$ cat src/rtl/mem_write_buffer_pkg.sv
// Shared constants and types for the posted-write buffer: depth default,
// legal write-length window and the dword range representation.
package mem_write_buffer_pkg;

   localparam int DEFAULT_DEPTH = 4;
   localparam logic [2:0] LEN_MIN = 3'd1;
   localparam logic [2:0] LEN_MAX = 3'd4;
   localparam int DWORD_W = 30;

   typedef logic [DWORD_W-1:0] dword_t;

   typedef struct packed {
      logic [31:0] address;
      logic [2:0]  length;
      logic [31:0] data;
   } entry_t;

   function automatic logic is_legal_length(input logic [2:0] len);
      return (len >= LEN_MIN) && (len <= LEN_MAX);
   endfunction

endpackage

$ cat src/rtl/mem_write_buffer_overlap.sv
// Dword-granular range intersection between one write and a pending read;
// a range that wraps past the top of the address space counts as a hit.
module mem_write_buffer_overlap
   import mem_write_buffer_pkg::*;
(
   input  logic        valid,
   input  logic [31:0] a_address,
   input  logic [3:0]  a_length,
   input  logic [31:0] b_address,
   input  logic [3:0]  b_length,
   output logic        hit
);

   logic [31:0] a_last;
   logic [31:0] b_last;
   dword_t      a_start;
   dword_t      a_end;
   dword_t      b_start;
   dword_t      b_end;
   logic        wrap;

   assign a_last  = a_address + {28'd0, a_length} - 32'd1;
   assign b_last  = b_address + {28'd0, b_length} - 32'd1;
   assign a_start = a_address[31:2];
   assign b_start = b_address[31:2];
   assign a_end   = dword_t'(a_last >> 2);
   assign b_end   = dword_t'(b_last >> 2);

   // A wrapped range has no sane ordering, so treat it as overlapping anything.
   assign wrap = (a_end < a_start) || (b_end < b_start);
   assign hit  = valid && (wrap || ((a_start <= b_end) && (b_start <= a_end)));

endmodule

$ cat src/rtl/mem_write_buffer.sv
// Posted-write FIFO between the core and the memory stage, with a read-after-
// write hazard check against every buffered entry and the write being accepted.
module mem_write_buffer
   import mem_write_buffer_pkg::*;
#(
   parameter int DEPTH = DEFAULT_DEPTH
) (
   input  logic        clk,
   input  logic        rst_n,
   input  logic        wr_req,
   input  logic [31:0] wr_address,
   input  logic [2:0]  wr_length,
   input  logic [31:0] wr_data,
   output logic        wr_ready,
   input  logic [31:0] rd_check_address,
   input  logic [3:0]  rd_check_length,
   output logic        rd_hazard,
   output logic        empty,
   output logic        err_bad_length,
   output logic        writeburst_do,
   output logic [31:0] writeburst_address,
   output logic [2:0]  writeburst_length,
   output logic [31:0] writeburst_data_in,
   input  logic        writeburst_done
);

   localparam int PTR_W = $clog2(DEPTH);
   localparam int CNT_W = PTR_W + 1;
   localparam logic [CNT_W-1:0] FULL_COUNT = CNT_W'(DEPTH);

   entry_t             entries [DEPTH];
   logic [PTR_W-1:0]   head;
   logic [PTR_W-1:0]   tail;
   logic [CNT_W-1:0]   count;
   logic               len_ok;
   logic               accept;
   logic               pop;
   logic [DEPTH-1:0]   entry_valid;
   logic [DEPTH:0]     hits;
   entry_t             head_entry;

   assign len_ok   = is_legal_length(wr_length);
   // Ready depends only on the registered count, so a same-cycle pop never
   // opens a slot for a same-cycle write.
   assign wr_ready = (count < FULL_COUNT);
   assign accept   = wr_req && wr_ready && len_ok;
   assign pop      = writeburst_done && (count != '0);

   always_ff @(posedge clk) begin
      if (!rst_n) begin
         head           <= '0;
         tail           <= '0;
         count          <= '0;
         err_bad_length <= 1'b0;
      end else begin
         if (accept) tail <= tail + 1'b1;
         if (pop)    head <= head + 1'b1;
         case ({accept, pop})
            2'b10:   count <= count + 1'b1;
            2'b01:   count <= count - 1'b1;
            default: count <= count;
         endcase
         if (wr_req && !len_ok) err_bad_length <= 1'b1;
      end
   end

   // NOTE: payload storage is deliberately not reset; count alone decides
   // which slots are meaningful, and skipping the reset keeps it plain RAM.
   always_ff @(posedge clk) begin
      if (accept) entries[tail] <= '{address: wr_address, length: wr_length, data: wr_data};
   end

   assign head_entry         = entries[head];
   assign writeburst_do      = (count != '0);
   assign writeburst_address = head_entry.address;
   assign writeburst_length  = head_entry.length;
   assign writeburst_data_in = head_entry.data;
   assign empty              = (count == '0);

   for (genvar i = 0; i < DEPTH; i++) begin : g_entry
      logic [PTR_W-1:0] offset;
      assign offset         = PTR_W'(i) - head;
      assign entry_valid[i] = ({1'b0, offset} < count);

      mem_write_buffer_overlap u_overlap (
         .valid     (entry_valid[i]),
         .a_address (entries[i].address),
         .a_length  ({1'b0, entries[i].length}),
         .b_address (rd_check_address),
         .b_length  (rd_check_length),
         .hit       (hits[i])
      );
   end

   mem_write_buffer_overlap u_overlap_in (
      .valid     (accept),
      .a_address (wr_address),
      .a_length  ({1'b0, wr_length}),
      .b_address (rd_check_address),
      .b_length  (rd_check_length),
      .hit       (hits[DEPTH])
   );

   assign rd_hazard = |hits;

endmodule

$ cat config.mk
export PLATFORM = sky130hd
export DESIGN_NAME = mem_write_buffer
export DESIGN_NICKNAME = d
export VERILOG_FILES = /design/src/rtl/mem_write_buffer_pkg.sv /design/src/rtl/mem_write_buffer_overlap.sv /design/src/rtl/mem_write_buffer.sv
export SDC_FILE = /design/constraint.sdc
export NUM_CORES = 1
export LEC_CHECK = 0
export BUFFER_PORTS_ARGS = -buffer_cell sky130_fd_sc_hd__buf_2
export CAP_MARGIN = 15
export CELL_PAD_IN_SITES_DETAIL_PLACEMENT = 0
export CELL_PAD_IN_SITES_GLOBAL_PLACEMENT = 1
export CORE_MARGIN = 2
export CORE_UTILIZATION = 28
export CTS_CLUSTER_SIZE = 40
export DETAILED_ROUTE_END_ITERATION = 10
export PLACE_DENSITY_LB_ADDON = 0.1
export RECOVER_POWER = 100
export SLEW_MARGIN = 25
export SYNTH_ARGS = -nofsm -noshare
export SYNTH_HDL_FRONTEND = slang
export SYNTH_HIERARCHICAL = 1
export SYNTH_SLANG_ARGS = --single-unit
export TNS_END_PERCENT = 5
$ cat constraint.sdc
create_clock -name clk -period 11.4 [get_ports clk]
set_clock_uncertainty 0.1 [all_clocks]
set_input_delay 1.71 -clock clk [delete_from_list [all_inputs] [get_ports clk]]
set_output_delay 1.71 -clock clk [all_outputs]
set_load 0.01 [all_outputs]
==> results.md <==
Clock network:
- The clock root buffer master is sky130_fd_sc_hd__clkbuf_16.
- Clock tree synthesis inserted a total of 31 buffers.
- After clock tree synthesis, the flow added hold-fix buffers numbering 0.
- The clock latency at the later pin of the worst-skew pair is 0.63 ns.
- In this run the deepest clock path goes through 3 buffers.
- The clock-pin slew on the worst setup and hold paths is 0.06 ns.
- The clock net sink count is 278.
- The CTS tree is done.
- Post-CTS timing repair inserted 0 buffers for setup.
- The number of gates resized after CTS was 0.
- The H-tree depth reported by CTS is 1.

Routing:
- The number of detailed-route iterations in the first pass is 5.
- The via count is 33200.
- The number of DRC markers after the initial detailed-route iteration is 1263.
- The routed wirelength normalized by instance count is 20.2 microns.
- In the routed layout, each cell is associated on average with a via count of 4.99.
- The wire length after detailed routing is 134000 microns.
- In the routed design, unresolved DRC markers number 0.
- The number of nets with antenna violations after detailed routing is 0.

Die:
- The full die area is 149000 sq um.
- The number of rows created at floorplan is 140.
- The die boundary width is 386 microns.
- In this run the count of I/O pins placed on the die edge is 179.
- The effective utilization at floorplan is 0.281.
- From bottom edge to top edge, the die measures 386 microns.
- The area of the core is 145000 sq um.

Finish:
- The top cell types in the final layout, fill and taps aside, are 919 x sky130_fd_sc_hd__ha_1, 691 x sky130_fd_sc_hd__inv_1, 381 x sky130_fd_sc_hd__a21oi_1, 327 x sky130_fd_sc_hd__a21o_1, 268 x sky130_fd_sc_hd__edfxtp_1.
- The library cell used most frequently in the layout, excluding fill and tap cells, is sky130_fd_sc_hd__ha_1.
- Relative to the synthesized area, the layout overhead comes to 9.99%.
- Of the cells placed in the final design, the portion with a size suffix greater than 1 is 0.0584.
- The final layout net count is 5736.

Yosys:
- The cell type with the largest total area after synthesis is sky130_fd_sc_hd__ha_1.
- The share of the synthesized area in the top cell type is 0.281.
- Dividing the synthesized area by the synthesized cell count gives 9.05 sq um.
- The fraction of the mapped netlist area in compound gates came to 0.213.
- The mapped netlist covers 40900 sq um.
- Of the total synthesized cell area, the portion taken by XOR and XNOR cells is 0.0761.
- In the synthesized netlist the dominant register cell turns out to be sky130_fd_sc_hd__edfxtp_1.
- The share of synthesized cell area in full adder, half adder and majority cells is 0.287.
- After synthesis, the share of flip-flops with an asynchronous set or reset is 0.
- Counting flops with a built-in enable in the synthesized netlist gives 268.
- The portion of the post-synthesis area used by sequential elements is 0.202.
- The post-synthesis share of cell area spent on and, or, nand and nor gates is 0.112.
- By area, the combinational part of the netlist is dominated by adder cells.
- During synthesis, Yosys emitted a total of 6 warnings.
- The unique cell type count in the Yosys netlist is 74.
- Counting every instance in the synthesized netlist gives 4514.
- By area the synthesized netlist is led by sky130_fd_sc_hd__ha_1 28%, sky130_fd_sc_hd__edfxtp_1 20%, sky130_fd_sc_hd__inv_1 6.3%.
- The mux cell area share after synthesis is 0.0399.
- The count of state elements after synthesis is 278.

Setup path:
- The worst setup path is launched from an input port.
- The endpoint of the most critical register-to-register path is entries[1][60].
- The critical path is of the input port to primary output type.
- At the worst endpoint, the arrival time is 7.90 ns.
- For the worst setup path, the data required time is 9.59 ns.
- The capturing element of the worst setup path is rd_hazard.
- The worst-path maximum fanout is 10.
- The slack of the worst reg-to-reg path is 5.16 ns.
- The critical path starts at rd_check_address[2].
- The element type at the critical path end is a primary output.
- The depth of the worst register-to-register path is 4.
- In this run the critical register-to-register path is launched from count[2].

Global route:
- Across every metal layer, demand over resource in global routing totals 0.178.
- The first global-routing pass estimated 203000 microns of wire.
- The initial antenna violation count was 1.
- The number of global-route vias before repair came to 35000.
- For this run the aggregate overflow at the end of global routing stands at 0.
- Entering global routing, the biggest net connects 41 pins.

STA:
- For the pin with the worst max-slew slack, the measured transition is 4.05 ns.
- The fmax is 103 MHz.
- In the finished design, the share of the clock period the worst path needs comes to 0.852.
- Setup repair after global routing left no endpoint under its margin.
- The number of pins with negative max-slew slack in the final report is 350.
- The worst slack on hold paths is 0.364 ns.
- Setup violations remaining at the end of the flow were counted as 0.
- The hold violation count in the final report was 0.
- The minimum period implied by the final worst setup slack is 9.71 ns.
- The setup total negative slack is 0 ns.
- The relative max-transition margin is -1.70.

Placement:
- The HPWL after detailed placement is 115000 microns.
- Port buffering added 178 buffers.
- Routability-driven placement finished with a final weighted congestion of 0.819.

Run status:
- The final reports fail on capacitance limit, slew limit.
- The run finished, with violations left.

Job:
- Max-cap violations in this run came to 10.

Power and ir drop:
- The worst-case IR drop observed on VDD is 0.000125 V.
- For this design the static power due to leakage is 21.6 nW.
- The power density over the cells is 118 nW/um^2.

Hold path:
- The path type of the worst min-delay path is flip-flop to flip-flop.
cell usage after synthesis, types with 11 or more instances:
library cell,instances
sky130_fd_sc_hd__fa_1,11
sky130_fd_sc_hd__and4_1,21
sky130_fd_sc_hd__a211o_1,15
sky130_fd_sc_hd__o211ai_1,30
sky130_fd_sc_hd__nor2_1,211
sky130_fd_sc_hd__clkbuf_1,31
sky130_fd_sc_hd__nor2b_1,75
sky130_fd_sc_hd__edfxtp_1,268
sky130_fd_sc_hd__nor4_1,30
sky130_fd_sc_hd__xnor2_1,199
sky130_fd_sc_hd__xor2_1,156
sky130_fd_sc_hd__inv_1,691
sky130_fd_sc_hd__a21oi_1,381
sky130_fd_sc_hd__nand3_1,41
sky130_fd_sc_hd__and2_1,20
sky130_fd_sc_hd__o21ai_1,35
sky130_fd_sc_hd__a21o_1,327
sky130_fd_sc_hd__o21a_1,36
sky130_fd_sc_hd__o21ai_0,150
sky130_fd_sc_hd__a211oi_1,35
sky130_fd_sc_hd__nand4_1,135
sky130_fd_sc_hd__nand2b_1,46
sky130_fd_sc_hd__nand2_1,158
sky130_fd_sc_hd__ha_1,919
sky130_fd_sc_hd__nor3_1,41
sky130_fd_sc_hd__o2111ai_1,20
sky130_fd_sc_hd__o21bai_1,65
sky130_fd_sc_hd__mux2i_1,12
sky130_fd_sc_hd__mux4_2,67
sky130_fd_sc_hd__and3_1,25
through the flow:
step | worst slack [ns] | utilization | cells | total power, mW | area [sq um]
floorplan | 3.91 | - | 4518 | 3.32 | 40900
global placement | 1.59 | 0.303 | 6583 | 4.34 | 44100
detailed placement | 1.65 | 0.304 | 6583 | 4.33 | 44100
CTS | 1.60 | 0.311 | 6641 | 5.44 | 45100
global route | 1.11 | 0.309 | 6641 | 5.78 | 44900
finish | 1.69 | 0.310 | 6652 | 5.30 | 45000
layer usage:
layer,routed length (microns),part of all wire,track usage,vias up
li1,-,-,-,16900
met1,63700,0.48,0.236,15800
met2,64800,0.48,0.318,346
met3,3150,0.024,0.0103,93
met4,2390,0.018,0.0342,0
met5,0,0,0,-
how the worst min path moves through the flow:
stage	to	slack (ns)	cells past startpoint	from
CTS	err_bad_length	0.37	1	err_bad_length
finish	err_bad_length	0.36	1	err_bad_length
global placement	err_bad_length	0.35	1	err_bad_length
floorplan	tail[1]	0.37	2	tail[1]
global route	err_bad_length	0.41	1	err_bad_length
detailed placement	err_bad_length	0.35	1	err_bad_length
flip-flops by register name (all words and copies together), names as in the netlist, named ones only:
register,cells
entries,268
count,3
head,2
tail,2
err_bad_length,1
kinds of logic after synthesis:
group / after synthesis
AO/OA/AOI/OAI: 1264
adder cells (fa/ha/maj): 930
AND/OR/NAND/NOR: 864
buffers and inverters: 743
XOR/XNOR: 355
flip-flops: 278
multiplexers: 79
other: 1
where the power goes:
part | leakage [nW] | internal, mW | switching [mW]
clock network | 0.523 | 0.596 | 0.477
registers | 2.52 | 1.18 | 0.0931
logic | 18.5 | 1.22 | 1.73
worst max-delay path, stage by stage:
cell                       delay (ns)
sky130_fd_sc_hd__buf_2           0.28
sky130_fd_sc_hd__inv_1           0.11
sky130_fd_sc_hd__ha_1            0.29
sky130_fd_sc_hd__inv_1           0.06
sky130_fd_sc_hd__fa_1            0.50
sky130_fd_sc_hd__a211oi_1        0.26
sky130_fd_sc_hd__o21bai_1        0.19
sky130_fd_sc_hd__a211oi_1        0.32
sky130_fd_sc_hd__o21ai_0         0.33
sky130_fd_sc_hd__a311oi_1        0.45
sky130_fd_sc_hd__o21bai_1        0.27
sky130_fd_sc_hd__a21oi_1         0.27
sky130_fd_sc_hd__o21ai_1         0.15
sky130_fd_sc_hd__xor2_1          0.17
sky130_fd_sc_hd__ha_1            0.30
sky130_fd_sc_hd__nand4_1         0.15
sky130_fd_sc_hd__nor2_1          0.19
sky130_fd_sc_hd__nand4_1         0.12
sky130_fd_sc_hd__o21ai_0         0.16
sky130_fd_sc_hd__a22o_1          0.15
sky130_fd_sc_hd__nand4_1         0.18
sky130_fd_sc_hd__nor3_1          0.75
sky130_fd_sc_hd__nand2_1         0.29
sky130_fd_sc_hd__buf_2           0.22
cell type report:
class                      instances  area, sq um
antenna                           11         27.5
inverter                         691         2590
tap                             1917         2400
clock inverter                    26          277
clock buffer                      32          779
sequential                       278         8250
fill                           15300       100000
timing repair buffer             200          866
multi-input combinational       3497        29800
No activity file was read; power rests on OpenSTA's default activity.
